### config.mk
export PLATFORM = sky130hd
export DESIGN_NAME = i_buf_ds_rx
export DESIGN_NICKNAME = d
export VERILOG_FILES = /design/src/rtl/ds_rx_pkg.sv /design/src/rtl/ds_rx_sync.sv /design/src/rtl/i_buf_ds_rx.sv
export SDC_FILE = /design/constraint.sdc
export NUM_CORES = 1
export LEC_CHECK = 0
export BUFFER_PORTS_ARGS = -buffer_cell sky130_fd_sc_hd__buf_2
export CAP_MARGIN = 20
export CORE_AREA = 2 2 55 47
export DETAILED_ROUTE_END_ITERATION = 10
export DIE_AREA = 0 0 57 49
export PLACE_DENSITY = 0.86
export SYNTH_ARGS = -nofsm -noshare
export SYNTH_HDL_FRONTEND = slang
export SYNTH_SLANG_ARGS = --single-unit
### constraint.sdc
create_clock -name clk -period 3.1 [get_ports clk]
set_input_delay 0.465 -clock clk [delete_from_list [all_inputs] [get_ports clk]]
set_output_delay 0.465 -clock clk [all_outputs]
set_load 0.02 [all_outputs]
### src/rtl/ds_rx_pkg.sv
// Shared types for the differential receiver: FSM states, decoded-sample
// record and the pure P/N decode function.
package ds_rx_pkg;

  typedef enum logic [1:0] {
    ST_OFF    = 2'd0,
    ST_SETTLE = 2'd1,
    ST_RUN    = 2'd2,
    ST_FAULT  = 2'd3
  } ds_state_e;

  typedef struct packed {
    logic valid;
    logic value;
  } ds_dec_t;

  // (1,0) -> 1, (0,1) -> 0, equal pins -> invalid
  function automatic ds_dec_t ds_decode(input logic p, input logic n);
    ds_dec_t d;
    d.valid = p ^ n;
    d.value = p;
    return d;
  endfunction

endpackage

### src/rtl/ds_rx_sync.sv
// Two-bit multi-stage synchroniser for the asynchronous P/N pin pair.
// Every stage clears to 0 on reset.
module ds_rx_sync #(
  parameter int STAGES = 2
) (
  input  logic       clk,
  input  logic       rst_n,
  input  logic [1:0] d_i,
  output logic [1:0] q_o
);

  logic [STAGES-1:0][1:0] stage_q;

  // shift chain; stage 0 is the only flop that sees the raw pins
  always_ff @(posedge clk or negedge rst_n) begin
    if (!rst_n) begin
      stage_q <= '0;
    end else begin
      stage_q[0] <= d_i;
      for (int i = 1; i < STAGES; i++) begin
        stage_q[i] <= stage_q[i-1];
      end
    end
  end

  assign q_o = stage_q[STAGES-1];

endmodule

### src/rtl/i_buf_ds_rx.sv
// Differential input receiver: synchronise, decode, glitch-filter, fault-detect.
// Optional invalid-sample statistics counter: define I_BUF_DS_RX_STATS_EN.
module i_buf_ds_rx
  import ds_rx_pkg::*;
#(
  parameter int SYNC_STAGES   = 2,
  parameter int FILTER_DEPTH  = 3,
  parameter int SETTLE_CYCLES = 8,
  parameter int FAULT_CYCLES  = 4
) (
  input  logic        clk,
  input  logic        rst_n,
  input  logic        en,
  input  logic        i_p,
  input  logic        i_n,
  output logic        o,
  output logic        o_valid,
  output logic        o_rise,
  output logic        o_fall,
  output logic        fault,
  output logic [15:0] inv_cnt
);

  localparam int SW = $clog2(SETTLE_CYCLES + 1);
  localparam int FW = $clog2(FILTER_DEPTH + 1);
  localparam int XW = $clog2(FAULT_CYCLES + 1);

  localparam logic [SW-1:0] SETTLE_LAST = SW'(SETTLE_CYCLES - 1);
  localparam logic [FW-1:0] FILT_FULL   = FW'(FILTER_DEPTH);
  localparam logic [XW-1:0] BAD_FULL    = XW'(FAULT_CYCLES);

  logic [1:0] pins_sync;
  ds_dec_t    dec;

  ds_state_e     state_q, state_d;
  logic [SW-1:0] settle_q, settle_d;
  logic [FW-1:0] filt_cnt_q, filt_cnt_d, filt_run;
  logic          filt_val_q, filt_val_d;
  logic [XW-1:0] bad_q, bad_d, bad_run;
  logic          filt_full;
  logic          o_q, o_d;
  logic          valid_q, valid_d;
  logic          rise_q, rise_d;
  logic          fall_q, fall_d;
  logic          fault_q, fault_d;

  ds_rx_sync #(
    .STAGES (SYNC_STAGES)
  ) u_sync (
    .clk   (clk),
    .rst_n (rst_n),
    .d_i   ({i_p, i_n}),
    .q_o   (pins_sync)
  );

  assign dec = ds_decode(pins_sync[1], pins_sync[0]);

  // Run lengths including the current sample. In RUN only values differing
  // from o count; elsewhere any run of identical valid values counts.
  always_comb begin
    filt_run = '0;
    if (!dec.valid) begin
      filt_run = '0;
    end else if ((state_q == ST_RUN) && (dec.value == o_q)) begin
      filt_run = '0;
    end else if ((filt_cnt_q != '0) && (dec.value == filt_val_q)) begin
      filt_run = (filt_cnt_q == FILT_FULL) ? filt_cnt_q : filt_cnt_q + FW'(1);
    end else begin
      filt_run = FW'(1);
    end
    filt_full = (filt_run == FILT_FULL);

    bad_run = '0;
    if (!dec.valid) begin
      bad_run = (bad_q == BAD_FULL) ? bad_q : bad_q + XW'(1);
    end else begin
      bad_run = '0;
    end
  end

  // next-state and registered-output logic; en low overrides everything
  always_comb begin
    state_d    = state_q;
    settle_d   = settle_q;
    filt_cnt_d = filt_run;
    filt_val_d = dec.valid ? dec.value : filt_val_q;
    bad_d      = bad_run;
    o_d        = o_q;
    rise_d     = 1'b0;
    fall_d     = 1'b0;

    case (state_q)
      ST_OFF: begin
        settle_d   = '0;
        filt_cnt_d = '0;
        filt_val_d = 1'b0;
        bad_d      = '0;
        o_d        = 1'b0;
        state_d    = ST_SETTLE;
      end
      ST_SETTLE: begin
        if (settle_q == SETTLE_LAST) begin
          state_d    = ST_RUN;
          settle_d   = '0;
          filt_cnt_d = '0;
          o_d        = filt_full ? dec.value : 1'b0;
        end else begin
          settle_d = settle_q + SW'(1);
        end
      end
      ST_RUN: begin
        if (bad_run == BAD_FULL) begin
          state_d = ST_FAULT;
        end else if (filt_full) begin
          o_d        = dec.value;
          rise_d     = dec.value & ~o_q;
          fall_d     = ~dec.value & o_q;
          filt_cnt_d = '0;
        end else begin
          state_d = ST_RUN;
        end
      end
      ST_FAULT: begin
        if (filt_full) begin
          state_d    = ST_RUN;
          o_d        = dec.value;
          rise_d     = dec.value & ~o_q;
          fall_d     = ~dec.value & o_q;
          filt_cnt_d = '0;
        end else begin
          state_d = ST_FAULT;
        end
      end
      default: begin
        state_d = ST_OFF;
      end
    endcase

    if (!en) begin
      state_d    = ST_OFF;
      settle_d   = '0;
      filt_cnt_d = '0;
      filt_val_d = 1'b0;
      bad_d      = '0;
      o_d        = 1'b0;
      rise_d     = 1'b0;
      fall_d     = 1'b0;
    end else begin
      state_d = state_d;
    end

    valid_d = (state_d == ST_RUN);
    fault_d = (state_d == ST_FAULT);
  end

  // state, counters and output registers
  always_ff @(posedge clk or negedge rst_n) begin
    if (!rst_n) begin
      state_q    <= ST_OFF;
      settle_q   <= '0;
      filt_cnt_q <= '0;
      filt_val_q <= 1'b0;
      bad_q      <= '0;
      o_q        <= 1'b0;
      valid_q    <= 1'b0;
      rise_q     <= 1'b0;
      fall_q     <= 1'b0;
      fault_q    <= 1'b0;
    end else begin
      state_q    <= state_d;
      settle_q   <= settle_d;
      filt_cnt_q <= filt_cnt_d;
      filt_val_q <= filt_val_d;
      bad_q      <= bad_d;
      o_q        <= o_d;
      valid_q    <= valid_d;
      rise_q     <= rise_d;
      fall_q     <= fall_d;
      fault_q    <= fault_d;
    end
  end

  assign o       = o_q;
  assign o_valid = valid_q;
  assign o_rise  = rise_q;
  assign o_fall  = fall_q;
  assign fault   = fault_q;

`ifdef I_BUF_DS_RX_STATS_EN
  logic [15:0] inv_cnt_q, inv_cnt_d;

  // saturating count of invalid samples while the receiver is active
  always_comb begin
    inv_cnt_d = inv_cnt_q;
    if (!en || (state_q == ST_OFF)) begin
      inv_cnt_d = 16'h0000;
    end else if (!dec.valid && (inv_cnt_q != 16'hFFFF)) begin
      inv_cnt_d = inv_cnt_q + 16'h0001;
    end else begin
      inv_cnt_d = inv_cnt_q;
    end
  end

  // statistics register
  always_ff @(posedge clk or negedge rst_n) begin
    if (!rst_n) begin
      inv_cnt_q <= 16'h0000;
    end else begin
      inv_cnt_q <= inv_cnt_d;
    end
  end

  assign inv_cnt = inv_cnt_q;
`else
  assign inv_cnt = 16'h0000;
`endif

endmodule

# Word-level counts from Yosys, hierarchy flattened

Cells that the tools add are included.

$add $sub $neg: 3
$mul: 0
Divide/modulo/power cells: 0
Order comparisons: 0
Equal/unequal tests: 16
Shift operators: 0
Mux-type cells: 39
Bitwise logic cells: 5
Reductions and logical operators: 5

Operators by type and width:

| cell                | number |
|---|---|
| $mux 2              | 12 |
| $pmux 2 s4          | 2 |
| $mux 1              | 15 |
| $eq 2x2->1 const B  | 6 |
| $mux 3              | 4 |
| $mux 4              | 2 |
| $pmux 4 s2          | 1 |
| $eq 3x3->1 const B  | 2 |
| $ne 3x1->1 const B  | 2 |
| $ne 3x3->1 const B  | 2 |
| $add 4x1->4 const B | 1 |
| $eq 4x3->1 const B  | 1 |
| $pmux 1 s2          | 2 |
| $pmux 1 s4          | 1 |
| $add 3x1->3 const B | 1 |
| $add 2x1->2 const B | 1 |
| $and 1x1->1         | 2 |
| $eq 1x1->1          | 2 |
| $eq 2x1->1 const B  | 1 |
| $logic_and 1x1->1   | 2 |
| $logic_not 2->1     | 1 |
| $not 1->1           | 2 |
| $reduce_and 2->1    | 1 |
| $reduce_bool 2->1   | 1 |
| $xor 1x1->1         | 1 |

Register bits: 21
Bits in latches: 0
Bits in writable memories: 0
Bits in read-only memories: 0
Input bits: 5
Output and inout port bits: 21
Logic and storage cells: 80
Memories: 0

# Logic depth before layout (Yosys ltp)

Gate-level depths: netlist of run 1.

Depth after elaboration: 11
Depth in mapped cells: 7

# Modules after synthesis

From an unflattened synthesis of run 1, not the netlist that was laid out.

Cells, all modules: 117
Area total of the unflattened synthesis: 1182.4 sq um

Modules (own cells, without submodules):

| module      | times used | cells an instance | area an instance (sq um) | sequential area each (sq um) |
|---|---|---|---|---|
| i_buf_ds_rx | 1          | 111               | 1067.3                   | 425.4 |
| ds_rx_sync  | 1          | 6                 | 115.1                    | 100.1 |

# Worst setup path before layout of run 1

Ideal clock, no wire load.

Path type: flip-flop to flip-flop
Start point: reg bad_q[0]
End point: reg o_q (netlist: o)
Arrival time: 1562 ps
Required time: 3022 ps
Setup slack: 1460 ps
Cell stages (with the launch flop): 8
Clock period less this slack: 1640 ps
Path through: dfrtp_1 > inv_1 > ha_1 > or2_0 > a311o_1 > o21ai_1 > nand2_1 > a21boi_1

Cells in the longest elaborated chain, start to end: 6
Elaborated cells between the ends (all ways): 7
Those cells by class: add/sub: 1; eq/ne: 3; mux: 2; reduce/logical: 1

RTL lines:

| what                                             | RTL line           | source |
|---|---|---|
| start, declared                                  | i_buf_ds_rx.sv:39  | `logic [XW-1:0] bad_q, bad_d, bad_run;` |
| start signal, assigned                           | i_buf_ds_rx.sv:163 | `bad_q <= '0;` |
| start signal, assigned                           | i_buf_ds_rx.sv:174 | `bad_q <= bad_d;` |
| $add 3x1->3 / $eq 3x3->1 (equally long branches) | i_buf_ds_rx.sv:75  | `bad_run = (bad_q == BAD_FULL) ? bad_q : bad_q + XW'(1);` |
| $mux 3 (*)                                       | i_buf_ds_rx.sv:75  |  |
| $mux 3 (*)                                       | i_buf_ds_rx.sv:74  | `if (!dec.valid) begin` |
| $eq 3x3->1 (*)                                   | i_buf_ds_rx.sv:112 | `if (bad_run == BAD_FULL) begin` |
| $ne 3x3->1 (no source line) (*)                  | -                  |  |
| $reduce_and 2->1 (no source line) (*)            | -                  |  |
| end signal, assigned                             | i_buf_ds_rx.sv:164 | `o_q <= 1'b0;` |
| end signal, assigned                             | i_buf_ds_rx.sv:175 | `o_q <= o_d;` |
| end, declared                                    | i_buf_ds_rx.sv:41  | `logic o_q, o_d;` |

Mark *: on every way between the ends. The rest lies on a longest branch, timed or not.
A chain may end at the register's enable or synchronous reset.

# Worst setup path after layout of run 1

Same ends and word-level chain as after synthesis.

==> results.toml, run 1 <==
[timing]
timing.fmax_mhz = 559
hold_viol = 0
grt_setup_unrepaired = "no"
final.setup.tns_ps = 0
finalSetupViolations = 0
slew_viol_final = 0
finClkSkew_ps = 0.967
period_needed_ps = 1790
layout_setup_ws_ps = 1310
tightestPinTransition_ps = 566
slew_headroom_pct = 61.8
min_period_over_period_pct = 57.7

[synthesis]
syn_inst = 116
synth.cell_area_sq_mm = 0.00117
ys.flop_type = "dfrtp_1"
synthAdderAreaFrac_pct = 6.21
synthMuxAreaShare_pct = 0.857
yosys.area_share.simple_pct = 19.2
synth_compound_area_share_pct = 13.7
avgSynthCellArea_sq_um = 10.1
ys_ff_latch = 21
synth_xor_area_share_pct = 1.50
async_reset_ff_share_pct = 100
synth_edf_count = 0
synth_top_family_by_area = "simple AND/OR/NAND/NOR gates"
yosysWarningCount = 0
yosysSeqAreaShare_pct = 45.0
ys_types = 39

[floorplan]
ios = 26
core_sq_mm = 0.00228
die_w_microns = 57
die-area_sq_mm = 0.00279
start_util_pct = 51.2
rows = 16
die_h_microns = 49

[detailed_routing]
via_per_inst = 5.25
drc = 0
drt_iter0_markers = 12
antenna_left = 0
wl_microns = 1860
drt_pre_antenna_iters = 4
wl_per_cell_microns = 12.1
num_vias = 809

[layout]
nNetsFinal = 138
final_common_cell = "dfrtp_1"
fillCellCount = 202
layout-drive-gt1-share_pct = 11.0
syn2layout_area_growth_pct = 3.21
mostFrequentLayoutCells = "dfrtp_1 (21), conb_1 (16), buf_2 (9)"
seq_area_sq_um = 526
multiInputGateArea_sq_um = 544
antennaDiodeCount = 0

[global_routing]
grt_use_total_pct = 14.8
antenna_found_initial = 0
grt_pass1_wl_microns = 3240
grt-ovfl-total = 0
grt_max_degree = 22
grt_pass1_vias = 753

[placed_design]
dp_slack_ps = 1330
dp_hpwl_microns = 1410
portBuffers = 9
gp_congestion = 0.819

[clock_tree]
cts_sinks = 21
max-clock-path-buffers = 2
cts_resized = 0
cts_root_buf = "clkbuf_4"
cts_hold_buf = 0
cts_made_buffers = 3
cts_setup_buffers = 0
cts_max_level = 1
clk_pin_slew_worst_paths_ps = 110
worstSkewPairLatency_ps = 300
tritoncts = "yes"

[setup_path]
cp_max_fo = 5
crit_arrival_ps = 2020
critPathLaunchType = "flip-flop"
path_class = "flip-flop to flip-flop"
cp.required_ps = 3330
critPathCaptureType = "flip-flop"

[pwr]
peakVddDrop_mv = 0.306
finalPower_mw = 0.467
p_per_area_mw_per_mm2 = 387
leakage_nw = 0.571

[flow_run]
cap_violations = 0

[run_status]
status = "completed"

[hold_path]
min_path_type = "input port to async pin"
==> cell usage after synthesis (all sizes together) (2+ instances only) <==
cell type / instances / share of area (%)
nand2: 8 / 2.6
nor2: 2 / 0.64
o21ai: 6 / 2.6
nand3b: 5 / 3.2
a21boi: 5 / 3.2
nor3b: 3 / 1.9
nor2b: 2 / 1.1
inv: 8 / 2.6
nor3: 4 / 1.7
buf: 17 / 11
a21oi: 4 / 1.7
ha: 5 / 5.4
and2: 4 / 2.1
dfrtp: 21 / 45
==> final timing paths <==
| path | startpoint | to | slack, ps | cells past startpoint |
|---|---|---|---|---|
| max | bad_q[0] | o | 1310 | 7 |
| max in group asynchronous | rst_n | bad_q[2] | 2690 | 1 |
| min in group clk | i_p | u_sync.stage_q[1] | 260 | 1 |
| max reg2reg | bad_q[0] | o | 1310 | 7 |
| min | rst_n | bad_q[1] | 90 | 1 |
| min reg2reg | u_sync.stage_q[1] | u_sync.q_o[1] | 360 | 0 |
==> sequential cells by signal, summed over array words and instances, names as in the netlist <==
register,flops
settle_q,4
bad_q,3
filt_cnt_q,2
state_q,2
u_sync.q_o,2
u_sync.stage_q,2
fault,1
filt_val_q,1
o,1
o_fall,1
o_rise,1
o_valid,1
==> power breakdown <==
group          switching (mW)  internal, mW
logic                  0.0373        0.0137
clock network          0.0800        0.0481
registers             0.00715         0.280
total                   0.124         0.342
==> per-layer routing <==
layer  up-vias  wire length [microns]  track usage (%)
met3         0                    128             4.77
li1        393                      -                -
met5         -                      0                0
met1       385                    863             19.5
met4         0                      0             1.16
met2        31                    869             24.9
==> stage by stage <==
step / area [sq um] / hold slack [ps] / cells / utilization [%]
after floorplan: 1220 / 169 / 131 / -
after global placement: 1180 / 336 / 150 / 51.6
after detailed placement: 1180 / 337 / 150 / 51.6
after CTS: 1210 / 102 / 154 / 52.9
after global routing: 1210 / 117 / 154 / 52.9
final: 1210 / 91.5 / 154 / 52.9
==> logic make-up (layout without fill, tap and decap cells) <==
group | Yosys count | count (layout)
AOI/OAI and AO/OA | 23 | 23
xor gates and xnor gates | 2 | 2
adders and majority gates | 6 | 6
buffers and inverters | 25 | 21
DFF | 21 | 21
muxes | 1 | 1
other | 1 | 16
and+or+nand+nor | 37 | 37
==> area by class of cell <==
type                            instances  area share [%]
Clock buffer                            3            1.87
Multi-Input combinational cell         85            45.1
Timing Repair Buffer                    9            3.73
Inverter                                8            2.49
Clock inverter                          1           0.415
Tap cell                               27            2.80
Sequential cell                        21            43.6
==> worst max-delay path: stages, from the launching register on <==
cell      delay, ps
dfrtp_1         420
inv_1            70
ha_1            300
or2_0           200
a311o_1         380
o21ai_1         140
nand2_1          60
a21boi_1        140
No activity file was read; power rests on OpenSTA's default activity.
==> run 2, diff against run 1 <==
--- a/config.mk
+++ b/config.mk
@@ -5,12 +5,13 @@
 export SDC_FILE = /design/constraint.sdc
 export NUM_CORES = 1
 export LEC_CHECK = 0
+export ABC_AREA = 1
 export BUFFER_PORTS_ARGS = -buffer_cell sky130_fd_sc_hd__buf_2
 export CAP_MARGIN = 20
-export CORE_AREA = 2 2 55 47
+export CORE_AREA = 2 2 58 49
 export DETAILED_ROUTE_END_ITERATION = 10
-export DIE_AREA = 0 0 57 49
-export PLACE_DENSITY = 0.86
+export DIE_AREA = 0 0 60 51
+export PLACE_DENSITY = 0.83
 export SYNTH_ARGS = -nofsm -noshare
 export SYNTH_HDL_FRONTEND = slang
 export SYNTH_SLANG_ARGS = --single-unit
==> constraint.sdc (replaced) <==
create_clock -name clk -period 1.8 [get_ports clk]
set_input_delay 0.27 -clock clk [delete_from_list [all_inputs] [get_ports clk]]
set_output_delay 0.27 -clock clk [all_outputs]
set_load 0.02 [all_outputs]
==> results.toml, run 2 <==
[pwr]
p_per_area_mw_per_mm2 = 631
finalPower_mw = 0.829
peakVddDrop_mv = 0.427
leakage_nw = 0.697

[hold_path]
hold_path_depth = 1
hold_start = "i_p"
min_to = "u_sync.stage_q[1]"
min_path_type = "input port to flip-flop"

[setup_path]
critical-path-top-delay-family = "simple AND/OR/NAND/NOR gates"
critPathCaptureType = "flip-flop"
path_class = "flip-flop to flip-flop"
critPathLaunchType = "flip-flop"
reg2reg_from = "o"
crit_buf_inv = 3
crit_chain = "inv_1, ha_1, nand3_1, inv_1, nor2_4, nand3_2, nand2_1, nand3_2, nand2_1, inv_1"
r2r_cells = 10
cp_max_fo = 3
worstSetupPathDepth = 10
critPathMaxStageDelay_ps = 380
cp_slowest_cell = "dfrtp_1"
crit_arrival_ps = 1790
r2r_slack_ps = 220
r2r_end = "state_q[0]"
cp.required_ps = 2010
cpMostUsedCell = "inv_1"

[detailed_routing]
antenna_left = 0
wl_per_cell_microns = 10.0
drc = 0
num_vias = 915
wl_microns = 2060
drt_pre_antenna_iters = 4
via_per_inst = 4.46
drt_iter0_markers = 21

[clock_tree]
cts_max_level = 1
cts_root_buf = "clkbuf_4"
cts_setup_buffers = 0
worstSkewPairLatency_ps = 320
clk_pin_slew_worst_paths_ps = 120
max-clock-path-buffers = 2
cts_sinks = 21
tritoncts = "yes"
cts_made_buffers = 3

[synthesis]
synth_commonest_cells = "inv_1 (28), nand2_1 (25), dfrtp_1 (21)"
yosysTopAreaCellShare_pct = 41.9
synth_edf_count = 0
yosysWarningCount = 0
yosysSeqAreaShare_pct = 41.9
synth_most_common_cell = "inv_1"
ys_top_cells_by_area = "dfrtp_1 (42%), buf_4 (9.6%), inv_1 (8.4%)"
syn_inst = 155
ys.flop_type = "dfrtp_1"
synth.cell_area_sq_mm = 0.00125
ys_types = 25
async_reset_ff_share_pct = 100
avgSynthCellArea_sq_um = 8.09
ys_ff_latch = 21
synth_top_cell_by_area = "dfrtp_1"

[placed_design]
dp_hpwl_microns = 1650
placed_cells = 200
dp_slack_ps = 256
portBuffers = 9
gp_congestion = 0.847
postPlaceCellArea_sq_mm = 0.00128

[timing]
timing.fmax_mhz = 634
finClkSkew_ps = 11.5
hold_viol = 0
finalSetupViolations = 0
slew_viol_final = 0
tightestPinTransition_ps = 501
min_period_over_period_pct = 87.6
fin_hold_ws_ps = 60.4
layout_setup_ws_ps = 223
period_needed_ps = 1580
grt_setup_unrepaired = "no"
final.setup.tns_ps = 0
slew_headroom_pct = 66.2

[layout]
layout-drive-gt1-share_pct = 15.0
reg.largest.list = "settle_q: 4 flops, bad_q: 3 flops"
antennaDiodeCount = 0
largest_reg_flops = 4
fin_area_sq_mm = 0.00132
final_cells = 205
nNetsFinal = 178
syn2layout_area_growth_pct = 4.89
regMostFlops = "settle_q"
mostFrequentLayoutCells = "inv_1 (28), nand2_1 (25), dfrtp_1 (21)"
final_common_cell = "inv_1"
fillCellCount = 255
fin_util_pct = 51.1

[global_routing]
grt_pass1_wl_microns = 3670
antenna_found_initial = 0
grtUsageMet1_pct = 22.1
busiest_layer = "met2"
grt_pass1_vias = 814
grt_use_total_pct = 16.3
grtUsageMet3_pct = 4.56
grt-ovfl-total = 0
grt_max_degree = 22
grt_use_met2_pct = 25.9

[floorplan]
die-area_sq_mm = 0.00306
ios = 26
start_util_pct = 48.7
die_h_microns = 51
core_sq_mm = 0.00257
rows = 17
die_w_microns = 60

[run_status]
status = "completed"

[flow_run]
cap_violations = 0
[run 2: what timing repair did]
action	in CTS	in global routing
hold endpoints to repair	21	0
hold buffers	1	0
resized for setup	0	0
[run 2: routing by layer]
layer,up-vias,share of wire (%)
li1,471,-
met3,3,5.7
met2,26,45
met5,-,0
met4,0,0.97
met1,415,48
[run 2: logic make-up (layout without fill, tap and decap cells)]
logic type / after synthesis / after routing / share of synthesized area, %
other: 1 / 16 / 0.299
AO/OA/AOI/OAI: 12 / 12 / 5.69
adder cells (fa/ha/maj): 5 / 5 / 4.99
multiplexers: 1 / 1 / 0.798
flip-flops: 21 / 21 / 41.9
XOR/XNOR: 2 / 2 / 1.40
buffers and inverters: 46 / 43 / 18.7
AND/OR/NAND/NOR: 67 / 67 / 26.2
[run 2: layout make-up]
class	count	area, sq um	share of cell area (%)
Sequential cell	21	526	40.0
Timing Repair Buffer	10	55.1	4.19
Clock inverter	1	5.00	0.381
Tap cell	38	47.5	3.62
Clock buffer	3	22.5	1.71
Multi-Input combinational cell	103	551	41.9
Inverter	29	109	8.28
[run 2: worst max path at each step]
stage | start | end | slack (ps)
2_1_floorplan | o | state_q[0] | 280
3_3_place_gp | o | fault | 320
3_5_place_dp | o | state_q[0] | 260
4_1_cts | o | state_q[0] | 230
5_1_grt | u_sync.q_o[1] | state_q[0] | 100
6_report | o | state_q[0] | 220
[run 2: report_power, final]
group          switching, mW  internal, mW
registers            0.00876         0.483
clock network          0.145        0.0832
logic                 0.0834        0.0257
total                  0.238         0.592
==> run 3, diff against run 2 <==
--- a/config.mk
+++ b/config.mk
@@ -12,6 +12,7 @@
 export DETAILED_ROUTE_END_ITERATION = 10
 export DIE_AREA = 0 0 60 51
 export PLACE_DENSITY = 0.83
+export SETUP_SLACK_MARGIN = 0.5
 export SYNTH_ARGS = -nofsm -noshare
 export SYNTH_HDL_FRONTEND = slang
 export SYNTH_SLANG_ARGS = --single-unit
==> results.toml, run 3 (same netlist as run 2, synthesis figures left out) <==
[run_status]
status = "completed"

[setup_path]
critPathLaunchType = "flip-flop"
cp_max_fo = 3
r2r_cells = 10
critPathCaptureType = "flip-flop"
reg2reg_from = "o"
crit_arrival_ps = 1630
r2r_end = "state_q[0]"
cp.required_ps = 2020
path_class = "flip-flop to flip-flop"
r2r_slack_ps = 390

[floorplan]
die_h_microns = 51
core_sq_mm = 0.00257
die-area_sq_mm = 0.00306
start_util_pct = 48.7
rows = 17
die_w_microns = 60
ios = 26

[timing]
slew_viol_final = 0
hold_viol = 0
min_period_over_period_pct = 78.5
timing.fmax_mhz = 708
finClkSkew_ps = 4.39
grt_setup_unrepaired = "yes"
fin_hold_ws_ps = 59.1
layout_setup_ws_ps = 387
period_needed_ps = 1410
finalSetupViolations = 0
final.setup.tns_ps = 0

[clock_tree]
tritoncts = "yes"
cts_root_buf = "clkbuf_4"
cts_sinks = 21
clk_pin_slew_worst_paths_ps = 110
cts_max_level = 1
max-clock-path-buffers = 2
worstSkewPairLatency_ps = 310
cts_made_buffers = 3

[detailed_routing]
num_vias = 960
wl_per_cell_microns = 11.6
drt_pre_antenna_iters = 4
antenna_left = 0
wl_microns = 2420
drt_iter0_markers = 27
via_per_inst = 4.59
drc = 0

[hold_path]
min_path_type = "input port to flip-flop"
min_to = "u_sync.stage_q[1]"
hold_start = "i_p"
hold_path_depth = 1

[layout]
antennaDiodeCount = 0
mostFrequentLayoutCells = "inv_1 (21), nand2_1 (19), dfrtp_1 (18)"
fillCellCount = 234
largest_reg_flops = 4
fin_area_sq_mm = 0.00145
multiInputGateArea_sq_um = 638
final_common_cell = "inv_1"
layout-drive-gt1-share_pct = 32.2
seq_area_sq_um = 529
regMostFlops = "settle_q"
reg.largest.list = "settle_q: 4 flops, bad_q: 3 flops"
nNetsFinal = 182
syn2layout_area_growth_pct = 15.3
fin_util_pct = 56.1

[global_routing]
grt_max_degree = 22
grt_use_total_pct = 16.2
antenna_found_initial = 0
grt_pass1_vias = 866
grt_pass1_wl_microns = 3730
grt-ovfl-total = 0

[placed_design]
dp_slack_ps = 298
dp_hpwl_microns = 1590
portBuffers = 9
postPlaceCellArea_sq_mm = 0.00130
gp_congestion = 0.935

[pwr]
peakVddDrop_mv = 0.610
p_per_area_mw_per_mm2 = 585
leakage_nw = 0.715

[flow_run]
cap_violations = 0
## run 3: worst max-delay path by stage
stage	start	end	slack, ps	cells past startpoint
after floorplan	o	fault	400	10
after global placement	bad_q[0]	o_fall	390	8
after detailed placement	u_sync.q_o[1]	state_q[0]	300	9
after CTS	u_sync.q_o[1]	state_q[0]	380	9
after global routing	o	state_q[0]	310	10
final	o	state_q[0]	390	10
## run 3: worst max-delay path: stages, from the launching register on
cell and delay (ps):
dfrtp_2 420, inv_2 80, ha_4 210, nand3_4 70, inv_2 40, nor2_4 100, nand3_2 110, nand2_2 100
nand3_4 80, nand2_1 70, inv_1 40
## run 3: where the power goes
| part | leakage (nW) | internal [mW] | switching [mW] |
|---|---|---|---|
| Sequential | 0.275 | 0.483 | 0.0101 |
| Clock | 0.0150 | 0.0867 | 0.141 |
| Combinational | 0.425 | 0.0340 | 0.0901 |
| Total | 0.715 | 0.604 | 0.241 |
## run 3: metal layers
metal | up-vias | part of all wire (%) | GRT usage [%]
met3 | 9 | 3.5 | 1.52
li1 | 480 | - | -
met5 | - | 0 | 0
met1 | 441 | 45 | 23.6
met2 | 30 | 49 | 24.8
met4 | 0 | 3.0 | 6.67
## run 3: cell type report
type                    instances  share of cell area (%)
flip-flops and latches         21                    36.6
repair buffers                 14                    6.58
multi-input cells             103                    44.2
clock buffers                   4                    1.82
inverters                      29                    7.53
well taps                      38                    3.29
## run 3: timing repair
action	4_1_cts	5_1_grt
setup endpoints to repair	11	13
pin swaps	9	8
setup buffers	3	1
resized for setup	6	24
hold buffers	1	0
endpoints found under the hold margin	21	0
## run 3: metrics by stage
step                      cells  power, mW
after CTS                   208      0.832
final                       209      0.845
after global placement      200      0.607
after detailed placement    200      0.609
after global routing        209      0.877
after floorplan             170      0.610
